<file path="src/rtl/bin_to_bcd_seq.sv">
// -----------------------------------------------------------------------------
// bin_to_bcd_seq
//
// Purpose:
//   Multi-cycle binary to packed-BCD converter using shift-and-add-3
//   (double dabble). One input bit is consumed per clock while busy.
//   The result is published with a single-cycle done pulse. Values that do not
//   fit in DIGITS decimal digits set o_ovf, and the digits saturate to all 9s.
//
// Parameters:
//   IN_W    width of the binary input (>= 1)
//   DIGITS  number of BCD output digits (1..8)
//
// Ports:
//   i_clk    system clock
//   i_rst    synchronous reset, active-high, highest priority
//   i_start  conversion request, accepted in IDLE or DONE
//   i_bin    binary value, captured only on the accepting edge
//   o_busy   high while the converter is shifting
//   o_done   one-cycle pulse when o_bcd / o_ovf (/ o_blank) are updated
//   o_bcd    packed BCD result, o_bcd[3:0] = ones digit
//   o_ovf    last conversion exceeded 10^DIGITS-1
//   o_blank  (only with BCD_LZ_BLANK_EN) per-digit leading-zero blank flags
//
// Optional build macro:
//   BCD_LZ_BLANK_EN  adds the o_blank output port and its logic.
//
// Timing:
//   Start accepted at edge N -> o_busy=1 for IN_W cycles -> o_done=1 in the
//   following cycle. A start seen while o_done is high is accepted at once,
//   so back-to-back conversions run with no idle cycle in between.
// -----------------------------------------------------------------------------
module bin_to_bcd_seq #(
    parameter int IN_W   = 10,
    parameter int DIGITS = 4
) (
    input  logic                  i_clk,
    input  logic                  i_rst,
    input  logic                  i_start,
    input  logic [IN_W-1:0]       i_bin,
    output logic                  o_busy,
    output logic                  o_done,
    output logic [4*DIGITS-1:0]   o_bcd,
    output logic                  o_ovf
`ifdef BCD_LZ_BLANK_EN
    ,
    output logic [DIGITS-1:0]     o_blank
`endif
);

    localparam int BCD_W = 4 * DIGITS;
    // A 1-bit input still needs a (degenerate) counter register.
    localparam int CNT_W = (IN_W > 1) ? $clog2(IN_W) : 1;
    localparam logic [CNT_W-1:0] CNT_LOAD = CNT_W'(IN_W - 1);
    localparam logic [CNT_W-1:0] CNT_ONE  = CNT_W'(1);

    typedef enum logic [1:0] {
        ST_IDLE  = 2'd0,
        ST_SHIFT = 2'd1,
        ST_DONE  = 2'd2
    } state_t;

    // -------------------------------------------------------------------------
    // Helper functions
    // -------------------------------------------------------------------------

    // Add 3 to every digit that is >= 5; digits never carry into each other.
    function automatic logic [BCD_W-1:0] add3_all(input logic [BCD_W-1:0] s);
        logic [BCD_W-1:0] r;
        r = s;
        for (int i = 0; i < DIGITS; i++) begin
            if (s[4*i +: 4] >= 4'd5) begin
                r[4*i +: 4] = s[4*i +: 4] + 4'd3;
            end else begin
                r[4*i +: 4] = s[4*i +: 4];
            end
        end
        return r;
    endfunction

    // Saturated result shown on overflow.
    function automatic logic [BCD_W-1:0] all_nines();
        logic [BCD_W-1:0] r;
        r = '0;
        for (int i = 0; i < DIGITS; i++) begin
            r[4*i +: 4] = 4'd9;
        end
        return r;
    endfunction

`ifdef BCD_LZ_BLANK_EN
    // Digit i (i >= 1) is blanked when it and every digit above it is zero.
    // The ones digit is never blanked so a value of 0 still shows "0".
    function automatic logic [DIGITS-1:0] lz_blank(input logic [BCD_W-1:0] d);
        logic [DIGITS-1:0] b;
        logic              z;
        b = '0;
        z = 1'b1;
        for (int i = DIGITS - 1; i >= 1; i--) begin
            z    = z & (d[4*i +: 4] == 4'd0);
            b[i] = z;
        end
        return b;
    endfunction
`endif

    // -------------------------------------------------------------------------
    // Registers
    // -------------------------------------------------------------------------
    state_t             r_state;
    logic [IN_W-1:0]    r_shift;
    logic [BCD_W-1:0]   r_scratch;
    logic [CNT_W-1:0]   r_cnt;
    logic               r_sticky;
    logic               r_busy;
    logic               r_done;
    logic [BCD_W-1:0]   r_bcd;
    logic               r_ovf;
`ifdef BCD_LZ_BLANK_EN
    logic [DIGITS-1:0]  r_blank;
`endif

    // -------------------------------------------------------------------------
    // Next-state wires
    // -------------------------------------------------------------------------
    state_t             w_state_nxt;
    logic [IN_W-1:0]    w_shift_nxt;
    logic [BCD_W-1:0]   w_scratch_nxt;
    logic [CNT_W-1:0]   w_cnt_nxt;
    logic               w_sticky_nxt;
    logic               w_busy_nxt;
    logic               w_done_nxt;
    logic [BCD_W-1:0]   w_bcd_nxt;
    logic               w_ovf_nxt;
`ifdef BCD_LZ_BLANK_EN
    logic [DIGITS-1:0]  w_blank_nxt;
`endif

    // One double-dabble step on the current scratch/shift pair.
    logic [BCD_W-1:0]   w_adj;
    logic               w_bit_out;
    logic [BCD_W-1:0]   w_scr_shl;
    logic [IN_W-1:0]    w_shift_shl;
    logic               w_sticky_upd;

    assign w_adj        = add3_all(r_scratch);
    assign w_bit_out    = w_adj[BCD_W-1];
    assign w_scr_shl    = {w_adj[BCD_W-2:0], r_shift[IN_W-1]};
    assign w_shift_shl  = r_shift << 1;
    // A bit leaving the top digit means the value no longer fits.
    assign w_sticky_upd = r_sticky | w_bit_out;

    // State register.
    always_ff @(posedge i_clk) begin
        if (i_rst) begin
            r_state <= ST_IDLE;
        end else begin
            r_state <= w_state_nxt;
        end
    end

    // Next-state, datapath and output decode.
    // Published results are computed on the final shift so that they are
    // already registered during the DONE cycle, together with the done pulse.
    always_comb begin
        w_state_nxt   = r_state;
        w_shift_nxt   = r_shift;
        w_scratch_nxt = r_scratch;
        w_cnt_nxt     = r_cnt;
        w_sticky_nxt  = r_sticky;
        w_busy_nxt    = 1'b0;
        w_done_nxt    = 1'b0;
        w_bcd_nxt     = r_bcd;
        w_ovf_nxt     = r_ovf;
`ifdef BCD_LZ_BLANK_EN
        w_blank_nxt   = r_blank;
`endif
        case (r_state)
            ST_IDLE, ST_DONE: begin
                if (i_start) begin
                    w_state_nxt   = ST_SHIFT;
                    w_shift_nxt   = i_bin;
                    w_scratch_nxt = '0;
                    w_cnt_nxt     = CNT_LOAD;
                    w_sticky_nxt  = 1'b0;
                    w_busy_nxt    = 1'b1;
                end else begin
                    w_state_nxt   = ST_IDLE;
                end
            end
            ST_SHIFT: begin
                w_shift_nxt   = w_shift_shl;
                w_scratch_nxt = w_scr_shl;
                w_sticky_nxt  = w_sticky_upd;
                if (r_cnt == '0) begin
                    w_state_nxt = ST_DONE;
                    w_done_nxt  = 1'b1;
                    w_ovf_nxt   = w_sticky_upd;
                    if (w_sticky_upd) begin
                        w_bcd_nxt   = all_nines();
`ifdef BCD_LZ_BLANK_EN
                        w_blank_nxt = '0;
`endif
                    end else begin
                        w_bcd_nxt   = w_scr_shl;
`ifdef BCD_LZ_BLANK_EN
                        w_blank_nxt = lz_blank(w_scr_shl);
`endif
                    end
                end else begin
                    w_cnt_nxt  = r_cnt - CNT_ONE;
                    w_busy_nxt = 1'b1;
                end
            end
            default: begin
                w_state_nxt = ST_IDLE;
            end
        endcase
    end

    // Datapath and output registers.
    always_ff @(posedge i_clk) begin
        if (i_rst) begin
            r_shift   <= '0;
            r_scratch <= '0;
            r_cnt     <= '0;
            r_sticky  <= 1'b0;
            r_busy    <= 1'b0;
            r_done    <= 1'b0;
            r_bcd     <= '0;
            r_ovf     <= 1'b0;
`ifdef BCD_LZ_BLANK_EN
            r_blank   <= '0;
`endif
        end else begin
            r_shift   <= w_shift_nxt;
            r_scratch <= w_scratch_nxt;
            r_cnt     <= w_cnt_nxt;
            r_sticky  <= w_sticky_nxt;
            r_busy    <= w_busy_nxt;
            r_done    <= w_done_nxt;
            r_bcd     <= w_bcd_nxt;
            r_ovf     <= w_ovf_nxt;
`ifdef BCD_LZ_BLANK_EN
            r_blank   <= w_blank_nxt;
`endif
        end
    end

    assign o_busy  = r_busy;
    assign o_done  = r_done;
    assign o_bcd   = r_bcd;
    assign o_ovf   = r_ovf;
`ifdef BCD_LZ_BLANK_EN
    assign o_blank = r_blank;
`endif

endmodule

</file>
<file path="config.mk">
export PLATFORM = sky130hd
export DESIGN_NAME = bin_to_bcd_seq
export DESIGN_NICKNAME = d
export VERILOG_FILES = /design/src/rtl/bin_to_bcd_seq.sv
export SDC_FILE = /design/constraint.sdc
export NUM_CORES = 1
export LEC_CHECK = 0
export CAP_MARGIN = 20
export CELL_PAD_IN_SITES_DETAIL_PLACEMENT = 1
export CELL_PAD_IN_SITES_GLOBAL_PLACEMENT = 2
export CORE_UTILIZATION = 35
export CTS_CLUSTER_SIZE = 20
export DETAILED_ROUTE_END_ITERATION = 8
export PLACE_DENSITY = 0.9
export RECOVER_POWER = 100
export SYNTH_ARGS = -nofsm -noshare
export SYNTH_HDL_FRONTEND = slang
export SYNTH_SLANG_ARGS = --single-unit
</file>
<file path="constraint.sdc">
create_clock -name i_clk -period 4.1 [get_ports i_clk]
set_clock_uncertainty 0.2 [all_clocks]
set_input_delay 1.23 -clock i_clk [delete_from_list [all_inputs] [get_ports i_clk]]
set_output_delay 1.23 -clock i_clk [all_outputs]
set_load 0.02 [all_outputs]
</file>
# After elaboration in Yosys (flattened, before gate mapping)
# Index checks and enable logic that the tools add are counted.
# op_classes
add_sub_neg	5
mul	0
n_div	0
magnitude_cmp	4
n_eq_ne	5
shifts	0
n_mux	21
bitwise	2
n_reduce_logical	8
# op_table
op	n
$mux W16	2
$pmux W16 S2	1
$mux W4	6
$pmux W10 S2	1
$add A4 B2 Y4 const B	4
$ge A4 B3 Y1 const B	4
$mux W10	1
$pmux W4 S2	1
$ne A2 B2 Y1 const B	3
$mux W1	5
$logic_not A4 Y1	1
$pmux W1 S2	2
$pmux W2 S2	1
$reduce_and A2 Y1	2
$reduce_or A2 Y1	2
$sub A4 B1 Y4 const B	1
$reduce_and A3 Y1	1
$eq A2 B1 Y1 const B	1
$eq A2 B2 Y1 const B	1
$logic_not A2 Y1	1
$mux W2	1
$reduce_bool A2 Y1	1
$not A1 Y1	1
$or A1 B1 Y1	1
# word_totals
reg_bits	52
latchBits	0
ram_bits	0
rom_bits	0
input_bits	13
output_inout_bits	19
word_cells	54
memories	0

# Logic depth before layout (Yosys ltp)
# logic_depth
depth_word	4
ltp_mapped	8

# Worst setup path before layout
# Ideal clock, no wire load.
# synth_timing
path_type	in2reg
start	in i_start
end	reg r_scratch[14]
setup_time_ns	0.070
t_arrival_ns	2.015
setup_slack_ns	1.814
path_stages	5
path_buffers	1
path_cell_list	nor2b_1 > nor2_1 > buf_2 > nand2_1 > a21oi_1
# synth_between
elab_chain_cells	2
# synth_lines
element	line	source
start: declaration	39	input logic i_start,
$ne A2 B2 Y1 (no line)	--	
$reduce_and A2 Y1 (no line)	--	
end signal: assignment	237	r_scratch <= w_scratch_nxt;
end: declaration	112	logic [BCD_W-1:0] r_scratch;
# Every way passes these cells.
# A chain may end at the register's enable or synchronous reset.

# Worst setup path after layout
# layout_timing
start	in i_rst
end	reg r_shift[4]
# layout_lines
element	line	source
start: declaration	38	input logic i_rst,
end signal: assignment	236	r_shift <= w_shift_nxt;
end: declaration	111	logic [IN_W-1:0] r_shift;
# No word-level cell between the ends.

==> results by group <==
CTS
  • Resized cells post-CTS: 0
  • Hold_buf cts: 0
  • CTS tree: yes
  • Root Driver: clkbuf_8
  • CTS clk-pin slew, worst paths: 0.09 ns
  • Bufs on Longest Clock Path: 2
  • Clk sink count: 52
  • Clk_lat worst skew: 0.30 ns
  • Post-CTS setup buffers: 0
  • H-tree Lvls: 2
  • Num CTS Buffers: 5

Power and ir drop
  • Reg power frac: 54.9%
  • Combinational Power Share: 16.7%
  • PD cells: 338 nW/um^2
  • Sw Share: 28.3%
  • VDD IR-drop max: 0.147 mV
  • Clock network fraction of total power: 28.3%
  • Psw: 0.283 mW
  • Leak: 1.10 nW
  • Internal power: 0.717 mW

Yosys
  • Mapped Cells: 300
  • Syn Area/Cell: 8.27 um^2
  • Area share of the largest cell type after synthesis: 42.0%
  • Top cells by area, synth: dfxtp_1, nand2_1, nor2_1
  • Synth warn: 0
  • Top-count cell post-synth: dfxtp_1
  • Synth Register Bits: 52
  • Net Count, Synth: 323
  • Number of flops mapped to enable cells by yosys: 0
  • Post-Syn Area: 2480 um^2
  • Top cells by count, synth: dfxtp_1, nand2_1, nor2_1
  • Top_reg_cell synth: dfxtp_1
  • Async SR Flop Fraction: 0%
  • Seq/Total Area, Yosys: 42.0%
  • Yosys cell types: 40
  • Cell taking the most area after synthesis: dfxtp_1

Timing
  • Relative slew slack: -25.3%
  • Final Hold Vio Count: 0
  • RSZ-0062 raised after global routing: no
  • Minimum clock period: 3.30 ns
  • Final setup fails: 0
  • Tcrit/Tclk final: 80.5%
  • Slew Limit Fails: 40
  • Peak Freq: 303 MHz
  • Fin Hold WS: 0.277 ns
  • Worst-Margin Slew: 1.88 ns
  • Post-Route Setup TNS: 0 ns

Die
  • Chip height: 86.2 um
  • Placeable Area: 6830 um^2
  • Row cnt: 30
  • Initial core utilization: 36.3%
  • Ports: 32
  • Die width: 86.2 um
  • DIE AREA: 7430 um^2

Outcome
  • Outcome: complete, but fails checks
  • Failing checks: max-capacitance violations, max-slew violations

Worst setup path
  • Worst EP arrival: 3.18 ns
  • Critical Path Source: i_rst
  • Crit path kind: in2reg
  • Reg2reg start: r_state[1]$_SDFFE_PP0P_
  • Critical Path RT: 3.98 ns
  • Startpoint Class: input port
  • Worst-path fanout max: 39
  • CP endpoint kind: register

Worst hold path
  • Hold Crit Class: reg2reg
  • Critical hold path startpoint: o_bcd[13]$_SDFFE_PP0P_

Placed design
  • Placer congestion estimate: 0.740
  • Hpwl dp: 4480 um
  • Cells after DPL: 416
  • IO buf count: 31
  • DP Area: 2890 um^2

Detailed routing
  • Drt pass-1 iters: 4
  • Vias per inst: 5.36
  • Avg WL per Cell: 15.2 um
  • Total Wirelength: 6420 um
  • DRT iter0 DRCs: 93
  • DRC: 0
  • Via count: 2266
  • Antenna Nets Post-Route: 0

Global route
  • Largest net degree at the start of global routing: 40
  • Vias in the first global route: 2233
  • M1 GR Usage: 23.7%
  • Initial antenna violation count: 0
  • Grt met2 use: 32.4%
  • Total gr overflow: 0
  • GR Util met3: 2.76%
  • GRT Util Overall: 18.6%
  • Top Usage Layer GRT: met2
  • Global-route wire length before repair: 10900 um

Flow run
  • Max_cap viols: 1

Cells and area
  • Fin nets: 350
  • Fin cells: 423
  • Area grow syn2layout: 19.3%
  • Post-Route Utilization: 43.3%
  • Fin area: 2960 um^2
  • ANT cells: 0
  • Fraction of final layout cells with drive strength greater than 1: 5.20%
  • Fill count: 845
-- power groups by stage --
stage                     clock [mW]  sequential, mW  combinational (mW)
after floorplan                    0           0.570              0.0960
after global placement             0           0.560               0.168
after detailed placement           0           0.562               0.173
after CTS                      0.292           0.550               0.173
after global routing           0.319           0.553               0.184
final                          0.283           0.549               0.167
-- sequential cells by signal, summed over array words and instances, names as in the netlist --
signal and cells:
o_busy 1, r_cnt 4, r_sticky 1, r_state 2, r_scratch 16, o_done 1, r_shift 10, o_bcd 16
o_ovf 1
-- area by class of cell --
class,count,area (um^2),share of cell area (%)
multi-input cells,211,1300,43.8
flip-flops and latches,52,1040,35.2
repair buffers,36,344,11.6
well taps,96,120,4.06
inverters,21,78.8,2.66
clock buffers,6,72.6,2.45
clock inverters,1,5.00,0.169
-- stage by stage --
stage               power (mW)  setup slack (ns)
global route              1.06             0.678
CTS                       1.02              1.37
detailed placement       0.735              1.20
global placement         0.728              1.25
finish                    1.00             0.799
floorplan                0.666              1.81
-- worst max-delay path: stages --
cell and delay [ns]:
clkdlybuf4s50_1 0.47, clkbuf_1 1.36, a311oi_1 0.13
-- logic make-up (layout without fill, tap and decap cells) --
group	after synthesis	count (layout)	synth area share, %
buf+inv	37	64	5.90
flops	52	52	42.0
compound gates	88	88	25.7
simple gates	112	112	21.0
xor+xnor	1	1	0.353
fa+ha+maj	10	10	5.05
-- placed cells by master (no fill, tap or decap), types with 2 or more instances in the layout --
| master | count |
|---|---|
| nand3_1 | 3 |
| nor2b_1 | 4 |
| a211oi_1 | 8 |
| a21o_1 | 4 |
| o21ai_0 | 18 |
| clkbuf_1 | 2 |
| or3_1 | 3 |
| and2_1 | 6 |
| o32ai_1 | 5 |
| a32oi_1 | 3 |
| o211ai_1 | 4 |
| nor2_1 | 35 |
| and3_1 | 4 |
| clkbuf_8 | 5 |
| buf_4 | 4 |
| nor3_1 | 7 |
| a2bb2oi_1 | 6 |
| inv_1 | 21 |
| nand2b_1 | 4 |
| a41o_1 | 3 |
| a311oi_1 | 12 |
| nand2_1 | 37 |
| o21ba_2 | 3 |
| dfxtp_1 | 52 |
| clkdlybuf4s50_1 | 12 |
| a21oi_1 | 13 |
| nor3b_1 | 4 |
| a22oi_1 | 3 |
| dlygate4sd3_1 | 19 |
| ha_1 | 10 |
-- routing by layer --
metal  part of all wire [%]  up-vias  routed length [um]
li1                       -     1114                   -
met1                     48     1113                3060
met2                     49       31                3140
met3                    2.1        8                 135
met4                    1.5        0                  94
met5                      0        -                   0
-- path summary, 6_finish.rpt --
path	end	slack [ns]	cells past startpoint
worst max-delay path	r_shift[4]$_SDFFE_PP0P_	0.80	3
worst min register to register	o_bcd[13]$_SDFFE_PP0P_	0.28	2
worst max register to register	r_cnt[2]$_SDFFE_PP0P_	1.63	4
worst min-delay path	o_bcd[13]$_SDFFE_PP0P_	0.28	2
Power figures use the tool's default switching activity.
